--- config.mk ---
export PLATFORM = sky130hd
export DESIGN_NAME = fetch_queue
export DESIGN_NICKNAME = d
export VERILOG_FILES = /design/src/rtl/fetch_queue.sv
export SDC_FILE = /design/constraint.sdc
export NUM_CORES = 1
export LEC_CHECK = 0
export ABC_AREA = 1
export CORE_ASPECT_RATIO = 1.1
export CORE_UTILIZATION = 56
export CTS_CLUSTER_DIAMETER = 30
export CTS_CLUSTER_SIZE = 30
export DETAILED_ROUTE_END_ITERATION = 10
export PLACE_DENSITY = 0.86
export SYNTH_ARGS = -nofsm -noshare
export SYNTH_HDL_FRONTEND = slang
export SYNTH_SLANG_ARGS = --single-unit
--- constraint.sdc ---
create_clock -name clk -period 5.1 [get_ports clk]
set_input_delay 1.02 -clock clk [delete_from_list [all_inputs] [get_ports clk]]
set_output_delay 1.02 -clock clk [all_outputs]
set_load 0.01 [all_outputs]
--- src/rtl/fetch_queue.sv ---
`default_nettype none
// ============================================================================
//  Module   : fetch_queue
//  Purpose  : Instruction-fetch front end with a small prefetch FIFO feeding
//             IF_ID under a stall/flush protocol.
//  Revision : 1.0 - initial release
// ============================================================================
module fetch_queue #(
    parameter int          DEPTH    = 4,
    parameter logic [31:0] RESET_PC = 32'h0000_0000
) (
    input  logic        clk,
    input  logic        rst,
    input  logic        br,
    input  logic [31:0] br_pc,
    input  logic        stall,
    output logic        imem_rd_en,
    output logic [31:0] imem_addr,
    input  logic [31:0] imem_rdata,
    output logic [31:0] ins,
    output logic [31:0] pc,
    output logic        valid
);

    localparam int                 c_PTR_W     = $clog2(DEPTH);
    localparam int                 c_CNT_W     = c_PTR_W + 1;
    localparam logic [c_CNT_W-1:0] c_DEPTH_CNT = c_CNT_W'(DEPTH);
    localparam logic [c_CNT_W-1:0] c_CNT_ONE   = c_CNT_W'(1);
    localparam logic [c_PTR_W-1:0] c_PTR_ONE   = c_PTR_W'(1);

    logic [31:0]        r_fetch_pc;
    logic [31:0]        r_issued_addr;
    logic [c_PTR_W-1:0] r_rd_ptr;
    logic [c_PTR_W-1:0] r_wr_ptr;
    logic [c_CNT_W-1:0] r_count;
    logic               r_inflight;
    logic               r_kill;
    logic [31:0]        r_buf_pc  [DEPTH];
    logic [31:0]        r_buf_ins [DEPTH];

    logic [c_CNT_W-1:0] w_occupancy;
    logic               w_issue;
    logic               w_push;
    logic               w_pop;
    logic               w_head_valid;
    logic [31:0]        w_br_target;

    // Occupancy counts the in-flight read as a reserved slot, so a response
    // can always be absorbed without back-pressuring the memory.
    always_comb begin
        w_occupancy  = r_count + {{(c_CNT_W-1){1'b0}}, r_inflight};
        w_issue      = !rst && !br && (w_occupancy < c_DEPTH_CNT);
        w_push       = r_inflight && !r_kill && !br;
        w_head_valid = !rst && (r_count != '0);
        w_pop        = w_head_valid && !stall && !br;
        w_br_target  = br_pc & 32'hFFFF_FFFC;
    end

    assign imem_rd_en = w_issue;
    assign imem_addr  = r_fetch_pc;
    assign valid      = w_head_valid;
    assign ins        = w_head_valid ? r_buf_ins[r_rd_ptr] : 32'h0000_0000;
    assign pc         = w_head_valid ? r_buf_pc[r_rd_ptr]  : 32'h0000_0000;

    always_ff @(posedge clk) begin
        if (rst) begin
            r_fetch_pc    <= RESET_PC;
            r_issued_addr <= 32'h0000_0000;
            r_rd_ptr      <= '0;
            r_wr_ptr      <= '0;
            r_count       <= '0;
            r_inflight    <= 1'b0;
            r_kill        <= 1'b0;
        end else if (br) begin
            r_fetch_pc <= w_br_target;
            r_rd_ptr   <= '0;
            r_wr_ptr   <= '0;
            r_count    <= '0;
            r_inflight <= 1'b0;
            r_kill     <= r_inflight;
        end else begin
            r_inflight <= w_issue;
            r_kill     <= 1'b0;
            if (w_issue) begin
                r_fetch_pc    <= r_fetch_pc + 32'd4;
                r_issued_addr <= r_fetch_pc;
            end
            if (w_push) begin
                r_wr_ptr <= r_wr_ptr + c_PTR_ONE;
            end
            if (w_pop) begin
                r_rd_ptr <= r_rd_ptr + c_PTR_ONE;
            end
            case ({w_push, w_pop})
                2'b10:   r_count <= r_count + c_CNT_ONE;
                2'b01:   r_count <= r_count - c_CNT_ONE;
                default: r_count <= r_count;
            endcase
        end
    end

    // Payload storage needs no reset: entries are only read behind r_count.
    always_ff @(posedge clk) begin
        if (!rst && w_push) begin
            r_buf_pc[r_wr_ptr]  <= r_issued_addr + 32'd4;
            r_buf_ins[r_wr_ptr] <= imem_rdata;
        end
    end

endmodule
`default_nettype wire

=== Yosys cells after proc, flatten, opt, wreduce, memory -nomap -nowiden ===
Memory sizes are Yosys's and may differ from the RTL's. A register that Yosys moved wholly into a read port is not among the register bits.
Cells that the tools add are included.

* Memories kept: 2
* Output and inout port bits: 98
* Word-level logic and storage cells: 50
* Bits in writable memories: 256
* Register bits: 73
* Input bits: 68

* Eq/ne operators: 2
* Add/sub/neg operators: 7
* Bitwise operators: 1
* Reduce and logical (&&, ||, !) cells: 18
* Mux-type cells: 11
* $lt $le $gt $ge: 1

{| class="wikitable"
|+ Memory list
! name !! words !! width !! read ports !! clocked after memory_dff !! wr ports !! line !! text
|-
| r_buf_ins || 4 || 32 || 1 || 1 || 1 || 39 || <nowiki>logic [31:0] r_buf_ins [DEPTH];</nowiki>
|-
| r_buf_pc || 4 || 32 || 1 || 1 || 1 || 38 || <nowiki>logic [31:0] r_buf_pc [DEPTH];</nowiki>
|}

{| class="wikitable"
|+ Operators with widths
! cell !! number
|-
| $mux 32 || 4
|-
| $add 32x3->32 const B || 2
|-
| $logic_and 1x1->1 || 8
|-
| $mux 2 || 4
|-
| $pmux 3 s2 || 1
|-
| $add 2x1->2 const B || 2
|-
| $logic_not 1->1 || 4
|-
| $reduce_bool 2->1 || 2
|-
| $reduce_or 2->1 || 2
|-
| $add 3x1->3 || 1
|-
| $add 3x1->3 const B || 1
|-
| $lt 3x3->1 const B || 1
|-
| $reduce_bool 3->1 || 1
|-
| $sub 3x1->3 const B || 1
|-
| $eq 2x1->1 const B || 1
|-
| $eq 2x2->1 const B || 1
|-
| $mux 1 || 2
|-
| $reduce_and 2->1 || 1
|-
| $not 1->1 || 1
|}

=== Depth between registers and ports, before layout ===
* Word-level depth: 6
* Gate-level depth with buffers: 13
* Depth with buffers taken out: 12

=== Least setup slack after synthesis ===
No wires, ideal clock.

* Path kind: input to register
* Start point: input rst
* End point: memory r_buf_ins[0][0], enable pin
* Data arrival time: 4.038 ns
* Stages on the path: 4
* Path slack: 0.580 ns
* Buffers on the path: 1
* Cell sequence: buf_2 nor2_4 nand2_1 nor2_1

* Longest elaborated chain between the ends: 4

{| class="wikitable"
|+ Ends and longest elaborated chain
! element !! line !! text
|-
| start: declaration || 13 || <nowiki>input logic rst,</nowiki>
|-
| $logic_not 1->1 || 104 || <nowiki>if (!rst && w_push) begin</nowiki>
|-
| $logic_and 1x1->1 || 104 ||
|-
| $mux 1 || 104 ||
|-
| $mux 1 (not written as such) || 106 || <nowiki>r_buf_ins[r_wr_ptr] <= imem_rdata;</nowiki>
|-
| end: declaration || 39 ||
|}

Every way passes these cells.

==> flow_summary.ini <==
[run_status]
status = finished, final reports clean

[detailed_routing]
wl_um = 33800
vias = 11000
vias_per_cell = 5.67
ant_nets = 0
drtPass1Iterations = 9
wl_per_cell_um = 17.5
drc = 0
drt_iter0_markers = 1020

[layout]
syn_to_final_growth_pct = 24.6
final_area_um2 = 17500
antenna_cells = 0
n_fill_cell = 1654
fin_nets = 1668
drive_above_1_share = 0.0761

[power_and_ir_drop]
p_leak_nw = 6.25
clkPwrFrac = 0.508
internal_power_w = 0.00501
seqPwrFrac = 0.449
p_sw_frac = 0.222
power.density_nw_per_um2 = 369
ir_worst_vdd_v = 0.000224
power_w = 0.00644
p_comb_frac = 0.044
netSwitchingPower_w = 0.00143

[clock_network]
cts_htree_levels = 2
cts.clk_slew.worst_paths_ns = 0.06
hold_buffers = 0
clock_sinks = 319
clockBufferDepth = 3
cts_root_buf = clkbuf_16
cts_resized = 0
worst_skew_pair.late_latency_ns = 0.54
cts_buffers = 46
cts_tree = yes
postCtsSetupRepairBufs = 0

[global_route]
grt_max_degree = 79
grtUsageTotal = 0.264
grt_pass1_wl_um = 53700
antenna_found_initial = 0
first_global_vias = 10800
overflow = 0

[floorplan]
coreArea_um2 = 24500
io_pins = 166
initial_core_util = 0.571
die_y_um = 168
die_area_um2 = 25700
rows = 60
die_w_um = 153

[setup_path]
max_stage_delay_ns = 0.65
crit_path_top_delay_cell = buf_4
worstSetupStartpointType = flip-flop
crit_chain = buf_4 -> buf_4 -> nor2_1 -> nor2_1 -> o21ai_0 -> a21oi_1 -> clkdlybuf4s50_1
critPathKind = flip-flop to output port
critPathCaptureType = output port
cp.required_ns = 4.08
crit_fanout = 65
cp_data_arrival_time_ns = 3.49

[synthesis]
netlist_area_um2 = 14000
ys.flop_type = edfxtp_1
synth_edf_count = 248
syn_area_per_cell_um2 = 9.75
async_reset_ff_frac = 0
synth-seq-cells = 319
ys_types = 35
yosysSeqAreaShare = 0.632
syn_inst = 1438
synth-warning-count = 0

[sta]
relSlewSlack = 0.362
skew_ns = 0.0144
timing.fmax_mhz = 222
min_period_over_period = 0.884
finalSetupViolations = 0
tightest_slew_ns = 0.956
tns_ns = 0
rsz0062_at_grt = false
period_needed_ns = 4.51
maxSlewViolCount = 0
hold_violations = 0

[place]
gp_congestion = 0.854
placed_area_um2 = 15900
dp_hpwl_um = 19300
numPortBuffers = 159

[worst_hold_path]
hold_path.class = flip-flop to flip-flop

[run]
drv_cap = 0
[critical path, delay by kind of cell (launching register included)]
family | cells | cell delay, ns
AND/OR/NAND/NOR | 2 | 0.37
buffers and inverters | 3 | 1.81
AO/OA/AOI/OAI | 2 | 0.35
flip-flops | 1 | 0.34
[per-layer routing]
layer	share of wire	track usage	wire, µm	up-vias
met5	0	0	0	-
met4	0.032	0.115	1070	0
met3	0.084	0.0479	2850	94
met2	0.49	0.459	16700	576
met1	0.39	0.323	13200	5124
li1	-	-	-	5206
[area by class of cell]
type                       instances  area, µm²  area share
clock inverter                    34        428      0.0245
inverter                         103        387      0.0221
sequential                       319       8870       0.508
clock buffer                      51       1190      0.0682
timing repair buffer             175       1740      0.0994
tap                              310        388      0.0222
multi-input combinational        947       4470       0.256
[power groups by stage]
stage               registers [W]  clock network (W)  logic, W
global placement          0.00294                  0  0.000267
floorplan                 0.00293                  0  0.000140
CTS                       0.00289            0.00330  0.000281
detailed placement        0.00294                  0  0.000276
global route              0.00289            0.00341  0.000310
finish                    0.00289            0.00327  0.000282
[path summary, 6_finish.rpt]
check,from,endpoint,slack (ns),cells past startpoint
worst max-delay path,flip-flop,ins[18],0.59,7
worst min-delay path,r_rd_ptr[1],flip-flop,0.46,2
worst max register to register,r_count[2],imem_addr[14],2.86,10
worst min register to register,r_rd_ptr[1],flip-flop,0.46,2
[cell usage in the layout (no fill, tap or decap), types with 7 or more instances in the layout]
| cell | count |
|---|---|
| a21oi_1 | 107 |
| buf_4 | 14 |
| clkbuf_16 | 47 |
| clkdlybuf4s50_1 | 159 |
| dfxtp_1 | 69 |
| edfxtp_1 | 248 |
| ha_1 | 7 |
| inv_1 | 98 |
| inv_6 | 9 |
| nand2_1 | 180 |
| nand3_1 | 70 |
| nand4_1 | 11 |
| nor2_1 | 315 |
| nor2_4 | 10 |
| nor3_1 | 18 |
| o21ai_0 | 159 |
| xor2_1 | 30 |
[cells by family after synthesis]
| group | Yosys count | synth area share |
|---|---|---|
| adder cells (fa/ha/maj) | 8 | 0.00767 |
| buffers and inverters | 175 | 0.0519 |
| other | 1 | 0.000267 |
| XOR/XNOR | 33 | 0.0206 |
| AO/OA/AOI/OAI | 281 | 0.104 |
| AND/OR/NAND/NOR | 621 | 0.183 |
| flip-flops | 319 | 0.632 |
[sequential cells by signal, summed over array words and instances (netlist names), named ones only]
register / cells
imem_addr: 30
r_buf_ins: 128
r_buf_pc: 120
r_count: 3
r_inflight: 1
r_issued_addr: 30
r_kill: 1
r_rd_ptr: 2
r_wr_ptr: 2
[Yosys cell counts (all sizes together), types with 2 or more instances]
library cell	instances	area share
clkbuf	43	0.012
o21ai	159	0.057
nand3b	4	0.0021
nor3	18	0.0064
dfxtp	71	0.10
inv	103	0.028
xor2	30	0.019
nand4	11	0.0049
nand3	72	0.026
nor4	3	0.0013
nand2	184	0.050
edfxtp	248	0.53
buf	29	0.013
a21oi	107	0.038
ha	7	0.0062
a211oi	5	0.0045
a31oi	6	0.0027
nor2	327	0.091
xnor2	3	0.0019
o21bai	2	0.0011
[stage by stage]
step                      cells  hold slack (ns)  setup WS [ns]   util
after CTS                  1939            0.466          0.629  0.712
after global placement     1854            0.444           1.03  0.646
after floorplan            1441            0.436          0.580      -
final                      1939            0.465          0.590  0.712
after detailed placement   1854            0.449           1.02  0.646
after global routing       1939            0.497          0.499  0.712
Power figures use the tool's default switching activity.
